==> config.mk <==
export PLATFORM = sky130hd
export DESIGN_NAME = hamming_serial_decoder_flat
export DESIGN_NICKNAME = d
export VERILOG_FILES = /design/src/rtl/hamming_serial_decoder_pkg.sv /design/src/rtl/hamming_serial_decoder_if.sv /design/src/rtl/hamming_serial_decoder_data_extract.sv /design/src/rtl/hamming_serial_decoder.sv /design/src/flat_wrapper.sv
export SDC_FILE = /design/constraint.sdc
export NUM_CORES = 1
export LEC_CHECK = 0
export ABC_CLOCK_PERIOD_IN_PS = 2900
export BUFFER_PORTS_ARGS = -buffer_cell sky130_fd_sc_hd__buf_2
export CORE_ASPECT_RATIO = 1.4
export CORE_UTILIZATION = 40
export DETAILED_ROUTE_END_ITERATION = 10
export HOLD_SLACK_MARGIN = 0.05
export SLEW_MARGIN = 20
export SYNTH_ARGS = -nofsm -noshare
export SYNTH_HDL_FRONTEND = slang
export SYNTH_HIERARCHICAL = 1
export SYNTH_SLANG_ARGS = --single-unit
export TNS_END_PERCENT = 5
==> constraint.sdc <==
create_clock -name clk_in -period 2.9 [get_ports clk_in]
set_input_delay 0.725 -clock clk_in [delete_from_list [all_inputs] [get_ports clk_in]]
set_output_delay 0.725 -clock clk_in [all_outputs]
set_load 0.1 [all_outputs]
==> src/rtl/hamming_serial_decoder_pkg.sv <==
// Shared types and constant helpers for the serial Hamming decoder.
// Build option: HAMMING_SECDED_EN adds an overall parity bit (SECDED).
package hamming_pkg;

  typedef logic [1:0] state_t;

  localparam state_t COLLECT = 2'd0;
  localparam state_t CORRECT = 2'd1;
  localparam state_t OUTPUT  = 2'd2;

  function automatic int calc_n(input int m);
    return (1 << m) - 1;
  endfunction

  function automatic int calc_k(input int m);
    return (1 << m) - 1 - m;
  endfunction

  function automatic logic is_pow2(input int v);
    return (v != 0) && ((v & (v - 1)) == 0);
  endfunction

  // 1-based code position of data bit idx (0-based)
  function automatic int data_pos(input int idx);
    int r;
    int c;
    r = 0;
    c = 0;
    for (int p = 1; p < 128; p++) begin
      if (!is_pow2(p)) begin
        if (c == idx && r == 0) r = p;
        c++;
      end
    end
    return r;
  endfunction

endpackage

==> src/rtl/hamming_serial_decoder_if.sv <==
// Serial-in / parallel-out handshake bundle of the Hamming decoder.
// Build option: HAMMING_SECDED_EN (no effect on the signal set).
interface hamming_serial_decoder_if
  import hamming_pkg::*;
#(
  parameter int M     = 3,
  parameter int CNT_W = 16
);
  localparam int K = calc_k(M);

  logic             in_bit;
  logic             in_valid;
  logic             in_ready;
  logic [K-1:0]     out_data;
  logic             out_valid;
  logic             out_ready;
  logic             out_err;
  logic [M-1:0]     out_err_pos;
  logic             out_err_dbl;
  logic [CNT_W-1:0] err_count;

  modport master (
    output in_bit, in_valid, out_ready,
    input  in_ready, out_data, out_valid,
    input  out_err, out_err_pos, out_err_dbl,
    input  err_count
  );

  modport slave (
    input  in_bit, in_valid, out_ready,
    output in_ready, out_data, out_valid,
    output out_err, out_err_pos, out_err_dbl,
    output err_count
  );

endinterface

==> src/rtl/hamming_serial_decoder_data_extract.sv <==
// Pulls the K data bits out of a corrected Hamming codeword.
// Build option: HAMMING_SECDED_EN (no effect here).
module hamming_data_extract
  import hamming_pkg::*;
#(
  parameter int M = 3
) (
  input  logic [calc_n(M)-1:0] code,
  output logic [calc_k(M)-1:0] data
);
  localparam int K = calc_k(M);

  always_comb begin
    data = '0;
    for (int i = 0; i < K; i++)
      data[i] = code[data_pos(i) - 1];
  end

endmodule

==> src/rtl/hamming_serial_decoder.sv <==
// Serial-in Hamming(2^M-1) decoder with on-the-fly syndrome.
// Build option: HAMMING_SECDED_EN appends an overall parity bit.
module hamming_serial_decoder
  import hamming_pkg::*;
#(
  parameter int M     = 3,
  parameter int CNT_W = 16
) (
  input logic clk_in,
  input logic rst_n,
  hamming_serial_decoder_if.slave bus
);
  localparam int N  = calc_n(M);
  localparam int K  = calc_k(M);
  localparam int PW = M + 1;
`ifdef HAMMING_SECDED_EN
  localparam int W = N + 1;
`else
  localparam int W = N;
`endif
  localparam logic [CNT_W-1:0] CNT_MAX = '1;

  state_t           st;
  logic [PW-1:0]    pos;
  logic [M-1:0]     syn;
  logic [N-1:0]     code;
  logic [N-1:0]     fix;
  logic [N-1:0]     corr;
  logic [K-1:0]     data;
  logic [K-1:0]     data_q;
  logic             err;
  logic             dbl;
  logic             do_fix;
  logic             err_q;
  logic             dbl_q;
  logic [M-1:0]     err_pos;
  logic [M-1:0]     err_pos_q;
  logic [CNT_W-1:0] cnt;
  logic             acc;
  logic             last;
  logic             done;

  assign acc  = (st == COLLECT) && bus.in_valid;
  assign last = pos == PW'(W);
  assign done = (st == OUTPUT) && bus.out_ready;

`ifdef HAMMING_SECDED_EN
  logic par;

  always_ff @(posedge clk_in or negedge rst_n) begin
    if (!rst_n) begin
      par <= 1'b0;
    end else if (acc) begin
      par <= par ^ bus.in_bit;
    end else if (done) begin
      par <= 1'b0;
    end
  end

  // odd overall parity means an odd number of flips
  assign do_fix = (syn != '0) && par;
  assign err    = par;
  assign dbl    = (syn != '0) && !par;
`else
  assign do_fix = syn != '0;
  assign err    = do_fix;
  assign dbl    = 1'b0;
`endif

  assign err_pos = err ? syn : '0;

  always_comb begin
    fix = '0;
    for (int i = 0; i < N; i++)
      fix[i] = do_fix && (syn == M'(i + 1));
  end

  assign corr = code ^ fix;

  hamming_data_extract #(
    .M(M)
  ) u_ext (
    .code(corr),
    .data(data)
  );

  always_ff @(posedge clk_in or negedge rst_n) begin
    if (!rst_n) begin
      st        <= COLLECT;
      pos       <= PW'(1);
      syn       <= '0;
      code      <= '0;
      data_q    <= '0;
      err_q     <= 1'b0;
      err_pos_q <= '0;
      dbl_q     <= 1'b0;
      cnt       <= '0;
    end else begin
      unique case (1'b1)
        st == COLLECT: begin
          if (acc) begin
            if (bus.in_bit && pos <= PW'(N))
              syn <= syn ^ pos[M-1:0];
            for (int i = 0; i < N; i++)
              if (pos == PW'(i + 1)) code[i] <= bus.in_bit;
            if (last) st <= CORRECT;
            else pos <= pos + 1'b1;
          end
        end
        st == CORRECT: begin
          data_q    <= data;
          err_q     <= err;
          err_pos_q <= err_pos;
          dbl_q     <= dbl;
          if (err && cnt != CNT_MAX) cnt <= cnt + 1'b1;
          st <= OUTPUT;
        end
        st == OUTPUT: begin
          if (bus.out_ready) begin
            st  <= COLLECT;
            pos <= PW'(1);
            syn <= '0;
          end
        end
        default: st <= COLLECT;
      endcase
    end
  end

  assign bus.in_ready    = st == COLLECT;
  assign bus.out_valid   = st == OUTPUT;
  assign bus.out_data    = data_q;
  assign bus.out_err     = err_q;
  assign bus.out_err_pos = err_pos_q;
  assign bus.out_err_dbl = dbl_q;
  assign bus.err_count   = cnt;

endmodule

==> src/flat_wrapper.sv <==
// flat-port wrapper written by rule: the top's interface ports become plain ports
module hamming_serial_decoder_flat import hamming_pkg::*;
#(
  parameter int M     = 3,
  parameter int CNT_W = 16
)
  (clk_in, rst_n, bus_in_bit, bus_in_valid, bus_out_ready, bus_in_ready, bus_out_data, bus_out_valid, bus_out_err, bus_out_err_pos, bus_out_err_dbl, bus_err_count);
  hamming_serial_decoder_if #(.M(M), .CNT_W(CNT_W)) bus_i ();
  input logic clk_in;
  input logic rst_n;
  input wire logic [$bits(bus_i.in_bit)-1:0] bus_in_bit;
  input wire logic [$bits(bus_i.in_valid)-1:0] bus_in_valid;
  input wire logic [$bits(bus_i.out_ready)-1:0] bus_out_ready;
  output wire logic [$bits(bus_i.in_ready)-1:0] bus_in_ready;
  output wire logic [$bits(bus_i.out_data)-1:0] bus_out_data;
  output wire logic [$bits(bus_i.out_valid)-1:0] bus_out_valid;
  output wire logic [$bits(bus_i.out_err)-1:0] bus_out_err;
  output wire logic [$bits(bus_i.out_err_pos)-1:0] bus_out_err_pos;
  output wire logic [$bits(bus_i.out_err_dbl)-1:0] bus_out_err_dbl;
  output wire logic [$bits(bus_i.err_count)-1:0] bus_err_count;
  assign bus_i.in_bit = bus_in_bit;
  assign bus_i.in_valid = bus_in_valid;
  assign bus_i.out_ready = bus_out_ready;
  assign bus_in_ready = bus_i.in_ready;
  assign bus_out_data = bus_i.out_data;
  assign bus_out_valid = bus_i.out_valid;
  assign bus_out_err = bus_i.out_err;
  assign bus_out_err_pos = bus_i.out_err_pos;
  assign bus_out_err_dbl = bus_i.out_err_dbl;
  assign bus_err_count = bus_i.err_count;
  hamming_serial_decoder #(.M(M), .CNT_W(CNT_W)) u_core (.clk_in(clk_in), .rst_n(rst_n), .bus(bus_i));
endmodule
-- Word level (Yosys, flattened, before mapping)
Cells that the tools add are included.
- add/sub/neg operators: 2
- magnitude comparators: 1
- equal/unequal tests: 22
- multiplexer cells: 13
- bitwise operators: 2
- reduce and logical (&&, ||, !) cells: 24
- operators with widths (cell ; number):
    3-bit AND reduction ; 8
    16-bit by 1-bit adder with 16-bit output, second input constant ; 1
    4-bit by 3-bit == test with 1-bit output, second input constant ; 4
    16-bit != test, second input constant ; 1
    3-bit == test, second input constant ; 4
    3-bit two-way mux ; 4
    4-bit two-way mux ; 3
    1-bit logical AND ; 10
    4-bit by 2-bit == test with 1-bit output, second input constant ; 2
    4-bit case mux with 2 select lines ; 1
    4-bit AND reduction ; 2
    7-bit bitwise XOR ; 1
    3-bit by 2-bit == test with 1-bit output, second input constant ; 2
    2-bit two-way mux ; 3
    2-bit by 1-bit != test with 1-bit output, second input constant ; 3
    2-bit case mux with 3 select lines ; 1
    3-bit case mux with 2 select lines ; 1
    4-bit by 1-bit adder with 4-bit output, second input constant ; 1
    4-bit by 1-bit == test with 1-bit output, second input constant ; 1
    4-bit by 3-bit less-or-equal comparator with 1-bit output, second input constant ; 1
    2-bit != test, second input constant ; 2
    3-bit by 1-bit == test with 1-bit output, second input constant ; 1
    3-bit nonzero test ; 1
    3-bit bitwise XOR ; 1
    other kinds (5) ; 5
- register bits after elaboration: 40
- logic and storage cells: 78

-- Depth between registers and ports, before layout
- depth in word-level cells: 5
- mapped depth: 7
- gate-level depth less buffers: 5

-- Modules after synthesis
The synthesis kept the hierarchy.
- by module, submodules not included (module ; instances ; cells each ; area an instance (um^2) ; sequential area each (um^2)):
    hamming_serial_decoder ; 1 ; 203 ; 2055.7 ; 1002.2
    hamming_data_extract ; 1 ; 4 ; 30.0 ; 0.0

-- Least setup slack after synthesis
Ideal clock, no wire load.
- path type: flip-flop to flip-flop
- from: register u_core.st[1]
- to: register u_core.code[6]
- data arrival time: 2.605 ns
- data required time: 2.775 ns
- slack: 0.170 ns
- stages on the path, launching flop included: 5
- period minus slack after synthesis: 2.730 ns
- cell sequence: dfrtp_1 -> nor2_1 -> and4b_1 -> and2_1 -> mux2_2
- longest elaborated chain between the ends: 3
- RTL lines (what ; line ; source):
    start, declared ; hamming_serial_decoder.sv:23 ; state_t st;
    start signal, assigned ; hamming_serial_decoder.sv:89 ; st <= COLLECT;
    start signal, assigned ; hamming_serial_decoder.sv:106 ; if (last) st <= CORRECT;
    start signal, assigned ; hamming_serial_decoder.sv:116 ; st <= OUTPUT;
    2-bit logical NOT (*) ; - ;
    named net bus_in_ready ; flat_wrapper.sv:14 ; output wire logic [$bits(bus_i.in_ready)-1:0] bus_in_ready;
    1-bit logical AND ; hamming_serial_decoder.sv:43 ; assign acc = (st == COLLECT) && bus.in_valid;
    3-bit AND reduction (no line) (*) ; - ;
    end signal, assigned by index ; hamming_serial_decoder.sv:105 ; if (pos == PW'(i + 1)) code[i] <= bus.in_bit;
    end, declared ; hamming_serial_decoder.sv:26 ; logic [N-1:0] code;
The timed path passes the listed nets; every way through them passes the cells marked *.
A chain may end at the register's enable or synchronous reset.

-- Final worst setup path
- from: register u_core.st[0]
- to: output port bus_out_valid
- longest elaborated chain between the ends: 1
- RTL lines (what ; line ; source):
    2-bit == test ; - ;
    end, declared ; flat_wrapper.sv:16 ; output wire logic [$bits(bus_i.out_valid)-1:0] bus_out_valid;
No other way between the ends.

==> summary.md <==
The pin count of the biggest net entering global routing was 38. Setup repair after global routing left no endpoint under its margin. The smallest clock period supported by the final layout is computed as 2220 ps.

Measured in cells, the most critical reg-to-reg path has a length of 4. In this run the post-CTS setup repair buffer count came out at 0. Across all setup checks in the final design, the least slack found is 683 ps.

The count of input and output buffers works out to 30. For this run, design rule violations remaining after detail routing come to 0. In this run the standard cell core region covers 4570 sq um. For the maximum root-to-sink buffer count, the log shows 2.

TritonCTS built the clock tree. The total power per unit cell area was 1000 nW/um^2. The tools report the startpoint kind of the worst setup timing path as a register.

Critical path class: register to primary output. The tools report the highest achievable clock rate as 451 MHz. In the final routed layout, each cell accounts on average for 12.4 microns. Of the total power, combinational logic draws 46.0%.

The floorplan step defined a die boundary enclosing 5080 sq um. The detailed router used layers up to and including met4. The first routing iteration left 26 violations. In this run the clock root is driven by a sky130_fd_sc_hd__clkbuf_8. The maximum fanout along the worst path was 14; the total iterations of the first detailed-routing run was 4. For the overall power after layout, the log shows 2.16 mW. The aggregate global routing overflow is 0.

In this run the most critical hold path is launched from u_core/bus.out_data[3]$_DFFE_PN0P_. Mean number of vias per cell: 4.98. The tools report the cell area after synthesis as 1920 sq um.

The post-synthesis average cell area came out at 10.0 sq um. The run gives 2170 ps as the worst endpoint required time. The hold path depth is 2. The number of nets produced by synthesis was 201; the final instance area was 2160 sq um. The number of global-route vias before repair was 1352; the synthesized netlist cell count was 191.

In this design, the largest share of critical-path delay is due to flip-flops. The logs give 0 ps for the sum of negative setup slack and 1.09 nW for the cell leakage power. The tool flagged a number of max-cap violations equal to 0. Headroom to the max-slew limit: 46.4%. The count of nets left with antenna violations once routing finished came out at 0. Share of layout cells above drive strength 1: 24.0%. The signal on the critical path passes through nand2b_1 -> inv_1 -> buf_2. The count of inserted antenna diode cells was 0. At the end of the flow, the number of nets in the layout was 226. The floorplan has 29 rows. For the worst-skew pair, the clock arrives at the later sink with an insertion delay of 280 ps. OpenSTA, run right after detailed placement, puts the worst setup slack at 968 ps.

The detailed router placed 1390 vias in this run. The last weighted congestion value of the routability-driven placer is 0.794, and the cell area after placement is 2070 sq um. The final critical path takes up 76.5% of the cycle.

In the detailed route, the total length drawn on met3 is 109 microns. The number of buffers inserted during clock tree synthesis was 5. The endpoint identified for the worst register-to-register timing path is u_core/bus.err_count[10]$_DFFE_PN0P_. The share of total power consumed by net switching works out to 50.7%. The critical path data arrival time was 1490 ps.

The global-route usage over all layers was 15.3%; the relative contribution of the clock network to total power was 15.8%. The run gives 41.9% as the starting density of the core. Clock-pin slew was measured on the worst setup and hold paths at 70 ps. The worst hold path belongs to the class register to register. The area growth from synthesis to layout came out at 12.5%. The final max-slew violation count came out at 0. The worst hold path terminates at u_core/bus.out_data[3]$_DFFE_PN0P_. The number of buffers and inverters on the critical path works out to 2. The tools report the worst-case vdd ir drop as 542 uV. Buffers inserted to repair hold after CTS numbered 0. Register-to-register setup slack: 960 ps. In this run the number of H-tree levels came out at 2. The stage delay of the slowest cell on the critical path came out at 500 ps.

The post-cts resize count is 0. The worst register-to-register path begins at u_core/st[0]$_DFFE_PN0P_. On the final layout, the worst clock skew is 2.35 ps. For the cell internal power dissipation, the log shows 1.07 mW. The final number of setup-violating endpoints is 0, and the horizontal die dimension is 60.5 microns. The slowest cell on the critical path was sky130_fd_sc_hd__dfrtp_1. The Yosys step of the flow raised 6 warnings.

The run finished with clean final reports. The first global-routing pass estimated 5870 microns of wire. The worst-margin pin slew is 803 ps. STA classifies the critical path endpoint as a primary output. The number of antenna violations at the first check in global routing is 0, and the routed metal-1 wire length is 1490 microns.

The analysis attributes to net switching a power of 1.10 mW. Wire segments on met2 add up to 1780 microns in the final route. The count of final hold-check violations is 0, and the power share of the sequential group is 38.2%. The die extent in y was 83.9 microns; the total number of clock tree sinks was 37.

The final layout contains routed wiring with a total length of 3450 microns. Summed over all nets, the half-perimeter wirelength after detailed placement is 2540 microns. The number of top-level pins is 32.
through the flow:
step | util, % | hold WS (ps) | std cells
after floorplan | - | 429 | 191
after CTS | 47.2 | 479 | 279
final | 47.2 | 471 | 279
after global routing | 47.2 | 507 | 279
after global placement | 45.3 | 462 | 271
after detailed placement | 45.3 | 461 | 271
worst max-delay path by stage:
stage / cells past startpoint / endpoint / slack (ps) / from
finish: 3 / bus_out_valid / 680 / u_core/st[0]$_DFFE_PN0P_
global route: 3 / bus_out_valid / 580 / u_core/st[0]$_DFFE_PN0P_
CTS: 3 / bus_out_valid / 670 / u_core/st[0]$_DFFE_PN0P_
detailed placement: 4 / u_core/bus.err_count[10]$_DFFE_PN0P_ / 970 / u_core/st[0]$_DFFE_PN0P_
global placement: 4 / u_core/bus.err_count[10]$_DFFE_PN0P_ / 1000 / u_core/st[0]$_DFFE_PN0P_
floorplan: 4 / u_core/code[6]$_DFFE_PN0P_ / 200 / u_core/st[1]$_DFFE_PN0P_
metal layers:
| metal | vias to the layer above | global-route usage, % |
|---|---|---|
| met5 | - | 0 |
| met4 | 0 | 7.23 |
| met3 | 8 | 4.19 |
| met2 | 26 | 25.5 |
| met1 | 669 | 17.6 |
| li1 | 687 | - |
power groups by stage:
stage	combinational, mW	clock, mW	sequential [mW]
5_1_grt	1.07	0.374	0.853
3_5_place_dp	1.00	0	0.839
3_3_place_gp	0.993	0	0.836
2_1_floorplan	0.485	0	1.23
6_report	0.995	0.341	0.827
4_1_cts	1.01	0.358	0.830
sequential cells by signal (all words and copies together), names as in the netlist:
register                cells
u_core/st                   2
u_core/bus.out_data         4
u_core/pos                  4
u_core/bus.err_count       16
u_core/bus.out_err_pos      3
u_core/code                 4
u_core/bus.out_err          1
u_core/syn                  3
layout make-up:
type,count,area [sq um]
clock inverters,2,10.0
multi-input cells,135,888
clock buffers,6,72.6
fillers,466,2420
repair buffers,31,158
inverters,6,22.5
flip-flops and latches,37,927
well taps,62,77.6
worst reg2reg max path, stage by stage, from the launching register on:
cell	delay, ps
sky130_fd_sc_hd__dfrtp_1	550
sky130_fd_sc_hd__nand2b_1	320
sky130_fd_sc_hd__or4b_4	650
sky130_fd_sc_hd__nor3b_2	200
sky130_fd_sc_hd__xor2_1	150
placed cells by master, fill, tap and decap left out, types with 2 or more instances in the layout:
cell type / count
sky130_fd_sc_hd__inv_1: 6
sky130_fd_sc_hd__clkinv_2: 2
sky130_fd_sc_hd__mux2i_1: 2
sky130_fd_sc_hd__o21ai_1: 4
sky130_fd_sc_hd__mux2_2: 4
sky130_fd_sc_hd__nand2b_1: 4
sky130_fd_sc_hd__or4_1: 3
sky130_fd_sc_hd__nand4_1: 3
sky130_fd_sc_hd__ha_1: 5
sky130_fd_sc_hd__nand3b_1: 3
sky130_fd_sc_hd__and2_1: 3
sky130_fd_sc_hd__nor4_2: 2
sky130_fd_sc_hd__nand2_1: 36
sky130_fd_sc_hd__xor2_1: 14
sky130_fd_sc_hd__nor2_1: 7
sky130_fd_sc_hd__a21oi_1: 4
sky130_fd_sc_hd__nor3_1: 5
sky130_fd_sc_hd__xnor2_1: 5
sky130_fd_sc_hd__nor4_1: 5
sky130_fd_sc_hd__buf_2: 30
sky130_fd_sc_hd__o31ai_1: 4
sky130_fd_sc_hd__nand3_1: 6
sky130_fd_sc_hd__clkbuf_8: 5
sky130_fd_sc_hd__dfrtp_1: 36
Note: power is estimated with default switching activity, not from simulation.
